$ cat src/rtl/game_state_ctrl.sv
// Top-level game state register for the VGA game.
// Sequences MENU -> PLAY -> SETTLE -> MENU, with PAUSE as a side state off PLAY.
// It also owns the round countdown timer and the minimum settle-screen hold.
// It emits the one-cycle state_enter and game_clear pulses for the datapath and the renderer.
module game_state_ctrl #(
  parameter int FRAMES_PER_SEC = 60,
  parameter int GAME_SECS      = 60,   // 1..127
  parameter int SETTLE_HOLD    = 30    // 1..255
) (
  input  logic       clk_i,
  input  logic       rst_i,
  input  logic       frame_tick_i,
  input  logic       btn_i,
  input  logic       btn_pause_i,
  input  logic       game_over_i,
  output logic [1:0] state_o,
  output logic       state_enter_o,
  output logic       game_clear_o,
  output logic       play_en_o,
  output logic [6:0] time_left_o
);

  localparam int FCW = (FRAMES_PER_SEC > 1) ? $clog2(FRAMES_PER_SEC) : 1;

  typedef enum logic [1:0] {
    MENU   = 2'b00,
    PLAY   = 2'b01,
    SETTLE = 2'b10,
    PAUSE  = 2'b11
  } state_t;

  state_t         state_q;
  logic           state_enter_q;
  logic           game_clear_q;
  logic [6:0]     time_left_q;
  logic [FCW-1:0] frame_cnt_q;
  logic [7:0]     hold_cnt_q;
  logic           btn_q;
  logic           pause_q;

  logic press_d;
  logic ppress_d;
  logic hold_done_d;

  // Rising-edge detect on the buttons, plus the settle-hold expiry flag.
  always_comb begin
    press_d     = btn_i & ~btn_q;
    ppress_d    = btn_pause_i & ~pause_q;
    hold_done_d = (hold_cnt_q == 8'(SETTLE_HOLD));
  end

  // State machine, round timer, settle hold and registered pulses.
  // The button history resets high, so a button held through reset fires only after release.
  always_ff @(posedge clk_i) begin
    if (rst_i) begin
      state_q       <= MENU;
      state_enter_q <= 1'b0;
      game_clear_q  <= 1'b0;
      time_left_q   <= 7'(GAME_SECS);
      frame_cnt_q   <= '0;
      hold_cnt_q    <= '0;
      btn_q         <= 1'b1;
      pause_q       <= 1'b1;
    end else begin
      btn_q         <= btn_i;
      pause_q       <= btn_pause_i;
      state_enter_q <= 1'b0;
      game_clear_q  <= 1'b0;
      case (state_q)
        MENU: begin
          if (press_d) begin
            state_q       <= PLAY;
            state_enter_q <= 1'b1;
            game_clear_q  <= 1'b1;
            time_left_q   <= 7'(GAME_SECS);
            frame_cnt_q   <= '0;
          end
        end
        PLAY: begin
          // Leaving PLAY discards a tick that arrives in the same cycle.
          if (game_over_i || time_left_q == 7'd0) begin
            state_q       <= SETTLE;
            state_enter_q <= 1'b1;
            hold_cnt_q    <= '0;
          end else if (ppress_d) begin
            state_q       <= PAUSE;
            state_enter_q <= 1'b1;
          end else if (frame_tick_i) begin
            if (frame_cnt_q == FCW'(FRAMES_PER_SEC - 1)) begin
              frame_cnt_q <= '0;
              if (time_left_q != 7'd0) time_left_q <= time_left_q - 7'd1;
            end else begin
              frame_cnt_q <= frame_cnt_q + FCW'(1);
            end
          end
        end
        PAUSE: begin
          // A press on both buttons together yields a single return to PLAY.
          if (press_d || ppress_d) begin
            state_q       <= PLAY;
            state_enter_q <= 1'b1;
          end
        end
        SETTLE: begin
          // A press before the hold expires is dropped rather than queued.
          if (press_d && hold_done_d) begin
            state_q       <= MENU;
            state_enter_q <= 1'b1;
          end else if (frame_tick_i && !hold_done_d) begin
            hold_cnt_q <= hold_cnt_q + 8'd1;
          end
        end
        default: state_q <= MENU;
      endcase
    end
  end

  assign state_o       = state_q;
  assign state_enter_o = state_enter_q;
  assign game_clear_o  = game_clear_q;
  assign play_en_o     = (state_q == PLAY);
  assign time_left_o   = time_left_q;

endmodule

$ cat config.mk
export PLATFORM = sky130hd
export DESIGN_NAME = game_state_ctrl
export DESIGN_NICKNAME = d
export VERILOG_FILES = /design/src/rtl/game_state_ctrl.sv
export SDC_FILE = /design/constraint.sdc
export NUM_CORES = 1
export LEC_CHECK = 0
export CORE_ASPECT_RATIO = 0.9
export CORE_MARGIN = 1
export CORE_UTILIZATION = 45
export CTS_CLUSTER_SIZE = 16
export DETAILED_ROUTE_END_ITERATION = 6
export PLACE_DENSITY = 0.69
export SLEW_MARGIN = 40
export SYNTH_ARGS = -nofsm -noshare
export SYNTH_HDL_FRONTEND = slang
export SYNTH_SLANG_ARGS = --single-unit
$ cat constraint.sdc
create_clock -name clk_i -period 2.2 [get_ports clk_i]
set_clock_uncertainty 0.2 [all_clocks]
set_input_delay 0.44 -clock clk_i [delete_from_list [all_inputs] [get_ports clk_i]]
set_output_delay 0.44 -clock clk_i [all_outputs]
set_load 0.1 [all_outputs]
==> summary.md, run 1 <==
| Metric | Value |
|---|---|
| Clk sink count | 27 |
| Std cell rows | 19 |
| Insertion delay to the later sink of the worst-skew pair | 320 ps |
| Largest net degree at the start of global routing | 15 |
| Avg WL per Cell | 13.9 um |
| CP max stage cell | dfxtp_4 |
| GRT Util Overall | 21.8% |
| Bufs and invs on worst path | 1 |
| Arr. time, crit path | 2140 ps |
| DR DRC count | 0 |
| GRT overflow | 0 |
| Most used DFF post-synth | dfxtp_1 |
| R2R depth | 7 |
| Core area | 3040 um2 |
| RSZ-0062 raised after global routing | true |
| Lkg Pwr | 0.748 nW |
| Internal | 0.000619 W |
| Post-synth ARST share | 0% |
| First-pass DRT Iterations | 4 |
| Fmax | 475 MHz |
| Final setup TNS | 0 ps |
| Crit path time final | 2100 ps |
| Hold path cells | 1 |
| Layout cells sized above 1 | 33.0% |
| Post-synth EDFFs | 0 |
| Crit Path Max Fanout | 6 |
| Chip Height | 55.4 um |
| Seq cells post-synth | 27 |
| Commonest non-fill, non-tap cell in the layout | buf_4 |
| RePlAce Congestion | 0.914 |
| Placed Instances | 235 |
| Diode count | 0 |
| Part of the power in combinational logic | 16.3% |
| H-tree Lvls | 1 |
| Port Buffer Count | 17 |
| FILL cells | 286 |
| Initial antenna violation count | 0 |
| Mapped Area | 1430 um2 |
| Final period util | 95.6% |
| Post-synth cell types | 50 |
| Worst-margin pin slew | 388 ps |
| Final hold slack | 273 ps |
| Fin nets | 208 |
| Initial core utilization | 46.9% |
| Most frequent cells in the layout | 25 x buf_4, 20 x nor2_1, 16 x dfxtp_1 |
| Sequential area share after synthesis | 37.9% |
| 1st-iter DRT viols | 83 |
| CTS Buf Count | 3 |
| Net Switching | 0.000236 W |
| Total power draw | 0.000855 W |
| Switching Fraction | 27.6% |
| Synthesized area per cell | 8.80 um2 |
| Slew Viols, Final | 0 |
| Root Buffer | clkbuf_4 |
| Slew headroom | 74.0% |
| Via/cell ratio | 5.64 |
| Status | complete, no violations |
| CTS max path bufs | 2 |
| Final wirelength | 3330 um |
| Final setup vio count | 0 |
| Post-DP HPWL | 2530 um |
| Die area | 3400 um2 |
| Startpoint Class | flip-flop |
| Reg power frac | 58.5% |
| Clk pwr share | 25.2% |
| P&R area growth vs syn | 31.9% |
| CP max stage delay | 400 ps |
| Setup bufs post-CTS | 0 |
| Util after Layout | 61.8% |
| Family with the most delay on the worst path | compound AO/OA/AOI/OAI gates |
| Fin. Hold Viols | 0 |
| Number of global-route vias before repair | 1228 |
| Non-Filler Instances | 239 |
| P per Cell Area | 454 nW/um2 |
| Worst ir drop on vdd | 0.242 mV |
| DR vias | 1347 |
| Kind of end point of the critical path | flip-flop |
| Critical setup path kind | flip-flop to flip-flop |
| Mapped Cells | 162 |
| Synth Net Count | 172 |
| Worst hold path class | flip-flop to flip-flop |
| Post-route ant nets | 0 |
| Max-cap violation count | 0 |
| CP Cell Sequence | inv_2 -> ha_2 -> nor3b_4 -> a221oi_4 -> and3_4 -> nand3_1 -> o31a_1 |
| WP data required | 2230 ps |
| Ys Warns | 0 |
| TritonCTS clock tree | built |
| Worst path depth | 7 |
| Clock transition at path regs | 150 ps |
| First-pass GRT wire length | 5610 um |
| IO Count | 18 |
| Chip Width | 61.3 um |
==> metrics by stage <==
step	setup WS, ps	area, um2
after floorplan	-57.4	1460
after global placement	-93.3	1850
after detailed placement	-125	1850
after CTS	87.6	1870
after global routing	-1.17	1880
final	95.8	1880
==> what timing repair did <==
item,in CTS,in global routing
gates resized for setup,0,4
endpoints found under the setup margin,0,6
hold buffers,0,0
==> power by group through the flow <==
stage | sequential [W] | clock [W] | combinational [W]
after detailed placement | 0.000512 | 0 | 0.000138
after CTS | 0.000501 | 0.000227 | 0.000138
final | 0.000501 | 0.000215 | 0.000139
after global placement | 0.000511 | 0 | 0.000136
after floorplan | 0.000531 | 0 | 0.0000608
after global routing | 0.000502 | 0.000249 | 0.000148
==> cell type report <==
type	count	area, um2	share of cell area (%)
Sequential cell	27	564	30.0
Timing Repair Buffer	36	358	19.0
Inverter	9	36.3	1.93
Tap cell	42	52.6	2.79
Multi-Input combinational cell	121	845	44.9
Clock buffer	4	26.3	1.40
==> layer usage <==
layer	part of all wire, %	GRT usage, %	wire, um
met4	0.51	7.30	17
met5	0	0	0
met1	49	32.4	1630
met3	6.0	3.04	200
met2	45	32.1	1480
==> cell usage after synthesis (4+ instances only) <==
| library cell | n | area (um2) |
|---|---|---|
| nand2_1 | 10 | 37.5 |
| or2_2 | 4 | 25.0 |
| dfxtp_1 | 27 | 541 |
| nand3_1 | 8 | 40.0 |
| o2111ai_1 | 4 | 35.0 |
| xor2_1 | 5 | 43.8 |
| nor2_1 | 20 | 75.1 |
| or3_1 | 4 | 25.0 |
| o21ai_0 | 7 | 35.0 |
| inv_1 | 8 | 30.0 |
| a21oi_1 | 6 | 30.0 |
| ha_1 | 4 | 50.1 |
==> kinds of logic (layout without fill, tap and decap cells) <==
family                   after synthesis  in the layout  share of synthesized area [%]
AND/OR/NAND/NOR                       74             74                           30.1
AO/OA/AOI/OAI                         36             36                           19.8
flip-flops                            27             27                           37.9
buffers and inverters                 14             49                           4.21
XOR/XNOR                               5              5                           3.07
adder cells (fa/ha/maj)                4              4                           3.51
multiplexers                           2              2                           1.40
==> worst paths after layout <==
| kind | start | endpoint | slack, ps |
|---|---|---|---|
| setup / recovery | time_left_o[0] | time_left_o[3] | 100 |
| hold / removal | frame_cnt_q[0] | frame_cnt_q[0] | 270 |
| setup reg to reg | time_left_o[0] | time_left_o[3] | 100 |
| hold reg to reg | frame_cnt_q[0] | frame_cnt_q[0] | 270 |
==> state kept, by name, summed over array words and instances, names as in the netlist <==
signal,cells
state_o,2
game_clear_o,1
hold_cnt_q,8
pause_q,1
time_left_o,7
frame_cnt_q,6
btn_q,1
state_enter_o,1
No activity file was read; power rests on OpenSTA's default activity.
==> run 2, diff against run 1 <==
==> constraint.sdc (replaced) <==
create_clock -name clk_i -period 2.2 [get_ports clk_i]
set_clock_uncertainty 0.2 [all_clocks]
set_input_delay 0.55 -clock clk_i [delete_from_list [all_inputs] [get_ports clk_i]]
set_output_delay 0.55 -clock clk_i [all_outputs]
set_load 0.1 [all_outputs]
==> summary.md, run 2 (synthesis gave the netlist of run 1 again) <==
| Metric | Value |
|---|---|
| Status | complete, no violations |
| Post-DP HPWL | 2660 um (+5.1%) |
| Diode count | 0 (unchanged) |
| Clock transition at path regs | 150 ps (about the same) |
| Largest net degree at the start of global routing | 16 (+1) |
| Final wirelength | 3530 um (+6.2%) |
| H-tree Lvls | 1 (unchanged) |
| Fin nets | 210 (+0.96%) |
| Final setup vio count | 0 (unchanged) |
| Most frequent cells in the layout | 21 x buf_4, 20 x nor2_1, 17 x dfxtp_1 |
| Slew headroom | 72.7% (-1.3 points) |
| Biggest register | hold_cnt_q |
| CTS Buf Count | 3 (unchanged) |
| Clk sink count | 27 (unchanged) |
| Layout cells sized above 1 | 33.2% (+0.17 points) |
| Port Buffer Count | 17 (unchanged) |
| Startpoint Class | input port |
| Final period util | 95.2% (-0.40 points) |
| Worst hold path class | flip-flop to flip-flop |
| Fmax | 477 MHz (+0.42%) |
| Std cell rows | 19 (unchanged) |
| Die area | 3400 um2 (unchanged) |
| CTS max path bufs | 2 (unchanged) |
| Crit Path Max Fanout | 5 (-1) |
| Initial core utilization | 46.9% (unchanged) |
| IO Count | 18 (unchanged) |
| Worst ir drop on vdd | 0.283 mV (+17%) |
| Crit path time final | 2100 ps (-8.79 ps) |
| DR vias | 1381 (+2.5%) |
| P&R area growth vs syn | 37.8% |
| Via/cell ratio | 5.73 (+1.7%) |
| RePlAce Congestion | 0.913 (-0.11%) |
| Avg WL per Cell | 14.7 um (+5.3%) |
| Final hold slack | 287 ps (+14.0 ps) |
| Chip Width | 61.3 um (unchanged) |
| Post-route ant nets | 0 (unchanged) |
| Critical setup path kind | input port to flip-flop |
| Number of global-route vias before repair | 1304 (+6.2%) |
| WP data required | 2250 ps (+20 ps) |
| Initial antenna violation count | 0 (unchanged) |
| FILL cells | 274 (-4.2%) |
| GRT overflow | 0 (unchanged) |
| P per Cell Area | 440 nW/um2 (-3.1%) |
| GRT Util Overall | 23.3% (+1.4 points) |
| First-pass GRT wire length | 6000 um (+7.0%) |
| Util after Layout | 64.6% (+2.8 points) |
| Number of flip-flops in the largest register | 8 (unchanged) |
| TritonCTS clock tree | built |
| Slew Viols, Final | 0 (unchanged) |
| Commonest non-fill, non-tap cell in the layout | buf_4 |
| Core area | 3040 um2 (unchanged) |
| DR DRC count | 0 (unchanged) |
| Root Buffer | clkbuf_4 |
| First-pass DRT Iterations | 4 (unchanged) |
| Arr. time, crit path | 2150 ps (about the same) |
| Hold-fix buffers, CTS | 0 (unchanged) |
| Insertion delay to the later sink of the worst-skew pair | 330 ps (about the same) |
| Kind of end point of the critical path | flip-flop |
| Lkg Pwr | 0.778 nW (+3.9%) |
| Total power draw | 0.000865 W (+1.2%) |
| Chip Height | 55.4 um (unchanged) |
| Worst-margin pin slew | 407 ps (+19.0 ps) |
| Max-cap violation count | 0 (unchanged) |
| 1st-iter DRT viols | 76 (-8.4%) |
| Fin. Hold Viols | 0 (unchanged) |
run 2: cell types whose count changed in the layout (fill, tap and decap cells not counted):
cell	delta
buf_12	+6
o311ai_0	-1
dfxtp_2	-1
clkinv_2	+1
o311ai_1	+1
nor4b_1	+1
clkbuf_1	-1
dfxtp_1	+1
nor4b_2	-1
buf_4	-4
run 2: worst paths after layout:
| check | endpoint | slack (ps) | startpoint | depth (start not counted) |
|---|---|---|---|---|
| setup / recovery | time_left_o[2] | 100 | btn_i | 7 |
| setup reg to reg | frame_cnt_q[3] | 120 | time_left_o[1] | 7 |
| hold / removal | frame_cnt_q[0] | 290 | frame_cnt_q[0] | 1 |
| hold reg to reg | frame_cnt_q[0] | 290 | frame_cnt_q[0] | 1 |
run 2: routing by layer:
| layer | GRT usage [%] | share of wire [%] | up-vias |
|---|---|---|---|
| li1 | - | - | 674 |
| met1 | 33.0 | 47 | 651 |
| met2 | 34.8 | 46 | 48 |
| met3 | 5.39 | 5.3 | 8 |
| met4 | 7.30 | 1.7 | 0 |
| met5 | 0 | 0 | - |
run 2: what timing repair did:
item | 4_1_cts | 5_1_grt
buffers inserted | 0 | 2
endpoints found under the setup margin | 0 | 8
resized for setup | 0 | 3
run 2: cell type report:
class / instances / area [um2] / share of cell area [%]
clock buffers: 3 / 22.5 / 1.15
clock inverters: 1 / 5.00 / 0.255
inverters: 9 / 36.3 / 1.85
multi-input cells: 121 / 838 / 42.6
flip-flops and latches: 27 / 563 / 28.6
well taps: 42 / 52.6 / 2.67
repair buffers: 38 / 448 / 22.8
run 2: critical path, cell delays in order:
cell and delay [ps]:
clkdlybuf4s50_1 490, nor4b_2 310, a21o_1 210, a311oi_1 120, buf_4 170, nor2b_1 120
nor3_1 180
run 2: stage by stage:
| stage | setup TNS, ps | cell area [um2] | instances | worst slack (ps) |
|---|---|---|---|---|
| finish | 0 | 1970 | 241 | 105 |
| global route | -0.463 | 1970 | 241 | -0.463 |
| CTS | 0 | 1950 | 239 | 65.2 |
| detailed placement | -2680 | 1920 | 235 | -239 |
| global placement | -1800 | 1920 | 235 | -203 |
| floorplan | -57.4 | 1460 | 162 | -57.4 |
run 2: power breakdown:
group	switching (W)	internal [W]	total, W
combinational	0.0000845	0.0000629	0.000147
clock	0.000148	0.0000683	0.000216
sequential	0.00000995	0.000492	0.000502
==> run 3, diff against run 2 <==
CORE_MARGIN = 3   (was 1)
==> summary.md, run 3 (synthesis gave the netlist of run 1 again) <==
| Metric | Value |
|---|---|
| Post-route ant nets | 0 (unchanged) |
| Hold EP | frame_cnt_q[0] |
| Reg power frac | 57.5% (-0.5 points) |
| Clk sink count | 27 (unchanged) |
| Chip Width | 65.3 um (+6.5%) |
| Die area | 3880 um2 (+14%) |
| Root Buffer | clkbuf_4 |
| Kind of end point of the critical path | flip-flop |
| Pre-CTS setup slack | -230 ps (+8.47 ps) |
| TritonCTS clock tree | built |
| Initial antenna violation count | 0 (unchanged) |
| Final instance area | 1990 um2 (+1.4%) |
| Worst hold path class | flip-flop to flip-flop |
| RePlAce Congestion | 0.947 (+3.7%) |
| IO Count | 18 (unchanged) |
| Most frequent cells in the layout | 23 x buf_4, 20 x nor2_1, 16 x dfxtp_1 |
| CP max stage cell | dfxtp_4 |
| Hold path cells | 1 (unchanged) |
| Critical R2R Capture | time_left_o[3] |
| GRT Util Overall | 19.6% (-3.7 points) |
| Internal | 0.000627 W (+0.74%) |
| Clk pwr share | 25.3% (+0.3 points) |
| Critical setup path kind | flip-flop to flip-flop |
| Family with the most delay on the worst path | compound AO/OA/AOI/OAI gates |
| Final setup vio count | 0 (unchanged) |
| Crit Path Max Fanout | 5 (unchanged) |
| H-tree Lvls | 1 (unchanged) |
| Slew Viols, Final | 0 (unchanged) |
| Initial core utilization | 49.5% (+2.6 points) |
| Std cell rows | 18 (-1) |
| PnR worst setup slack | 61.9 ps (-42.6 ps) |
| Fmax | 468 MHz (-2.0%) |
| Number of flip-flops in the largest register | 8 (unchanged) |
| GRT overflow | 0 (unchanged) |
| Arr. time, crit path | 2210 ps (+60 ps) |
| P&R area growth vs syn | 39.7% |
| Part of the power in combinational logic | 17.2% (+0.2 points) |
| Number of global-route vias before repair | 1311 (+0.54%) |
| Chip Height | 59.4 um (+7.2%) |
| 1st-iter DRT viols | 64 (-16%) |
| Hold Path Origin | frame_cnt_q[0] |
| Fin. Hold Viols | 0 (unchanged) |
| Layout cells sized above 1 | 34.7% (+1.5 points) |
| CP max stage delay | 400 ps (-90 ps) |
| Post-DP HPWL | 2760 um (+3.6%) |
| Diode count | 0 (unchanged) |
| First-pass DRT Iterations | 4 (unchanged) |
| Slew headroom | 74.8% (+2.1 points) |
| RSZ-0062 raised after global routing | false |
| Via/cell ratio | 5.71 (-0.41%) |
| Final wirelength | 3460 um (-2.0%) |
| Worst-margin pin slew | 376 ps (-31.0 ps) |
| Avg WL per Cell | 14.3 um (-2.4%) |
| Insertion delay to the later sink of the worst-skew pair | 330 ps (about the same) |
| Crit path time final | 2140 ps (+42.6 ps) |
| Placed Instances | 238 (+1.3%) |
| Worst ir drop on vdd | 0.357 mV (+26%) |
| P per Cell Area | 437 nW/um2 (-0.67%) |
| FILL cells | 261 (-4.7%) |
| Biggest register | hold_cnt_q |
| DR DRC count | 0 (unchanged) |
| R2r setup slk | 60 ps (-60 ps) |
| Fin nets | 213 (+1.4%) |
| Non-Filler Instances | 242 (+0.41%) |
| Startpoint Class | flip-flop |
| Total power draw | 0.000872 W (+0.72%) |
| DR vias | 1381 (unchanged) |
| Port Buffer Count | 17 (unchanged) |
| Commonest non-fill, non-tap cell in the layout | buf_4 |
| Clock transition at path regs | 150 ps (about the same) |
| Core area | 2880 um2 (-5.3%) |
| Placed instance area | 1960 um2 (+1.8%) |
| R2R depth | 8 (+1) |
| R2r startpoint | time_left_o[0] |
| WP data required | 2270 ps (+20 ps) |
| First-pass GRT wire length | 6010 um (about the same) |
| CTS Buf Count | 3 (unchanged) |
| Final hold slack | 282 ps (-5.30 ps) |
| Switching Fraction | 28.0% (about the same) |
| CP Cell Sequence | inv_2 -> ha_2 -> nor3b_4 -> buf_4 -> a221o_2 -> o31ai_1 -> a211o_1 -> o31a_1 |
| Final period util | 97.2% (+1.9 points) |
| Max-cap violation count | 0 (unchanged) |
| Lkg Pwr | 0.791 nW (+1.7%) |
| Status | complete, no violations |
| Bufs and invs on worst path | 2 (unchanged) |
| Net Switching | 0.000244 W (+0.65%) |
| CTS max path bufs | 2 (unchanged) |
| Largest net degree at the start of global routing | 17 (+1) |
==> run 3: power groups by stage <==
stage | combinational [W] | clock [W] | sequential, W
finish | 0.000150 | 0.000220 | 0.000501
global route | 0.000158 | 0.000250 | 0.000503
CTS | 0.000149 | 0.000235 | 0.000501
detailed placement | 0.000148 | 0 | 0.000512
floorplan | 0.0000608 | 0 | 0.000531
global placement | 0.000146 | 0 | 0.000512
==> run 3: cell type report <==
| class | count | area [um2] | area share, % |
|---|---|---|---|
| multi-input cells | 121 | 838 | 42.1 |
| flip-flops and latches | 27 | 564 | 28.3 |
| repair buffers | 41 | 474 | 23.8 |
| well taps | 40 | 50.0 | 2.51 |
| inverters | 9 | 36.3 | 1.82 |
| clock buffers | 3 | 22.5 | 1.13 |
| clock inverters | 1 | 7.51 | 0.377 |
==> run 3: routing by layer <==
metal	vias to the layer above	part of all wire (%)	global-route usage (%)
met5	-	0	0
met1	644	46	26.7
met2	53	45	30.7
met4	0	0.32	4.73
li1	682	-	-
met3	2	8.8	5.69
==> run 3: worst reg2reg max path: stages, from the launching register on <==
cell and delay [ps]:
dfxtp_4 400, inv_2 40, ha_2 200, nor3b_4 160, buf_4 150, a221o_2 370
o31ai_1 290, a211o_1 170, o31a_1 120
==> run 3: how the worst max path moves through the flow <==
| stage | slack (ps) | to | start | depth (start not counted) |
|---|---|---|---|---|
| final | 60 | time_left_o[3] | time_left_o[0] | 8 |
| after floorplan | -60 | time_left_o[3] | time_left_o[0] | 7 |
| after CTS | 70 | time_left_o[3] | time_left_o[0] | 8 |
| after detailed placement | -230 | frame_cnt_q[3] | btn_pause_i | 6 |
| after global routing | 5 | time_left_o[3] | time_left_o[0] | 8 |
| after global placement | -170 | frame_cnt_q[3] | btn_pause_i | 6 |
==> run 3: repair_timing <==
action / in CTS / in global routing
endpoints found under the setup margin: 1 / 4
setup buffers: 0 / 0
hold endpoints to repair: 0 / 0
resized for setup: 1 / 3
pin swaps: 0 / 1
hold buffers: 0 / 0
==> run 3: per-stage QoR <==
stage	utilization (%)	setup TNS [ps]
2_1_floorplan	-	-57.4
3_3_place_gp	67.9	-1340
3_5_place_dp	67.9	-2260
4_1_cts	68.9	0
5_1_grt	69.1	0
6_report	69.1	0
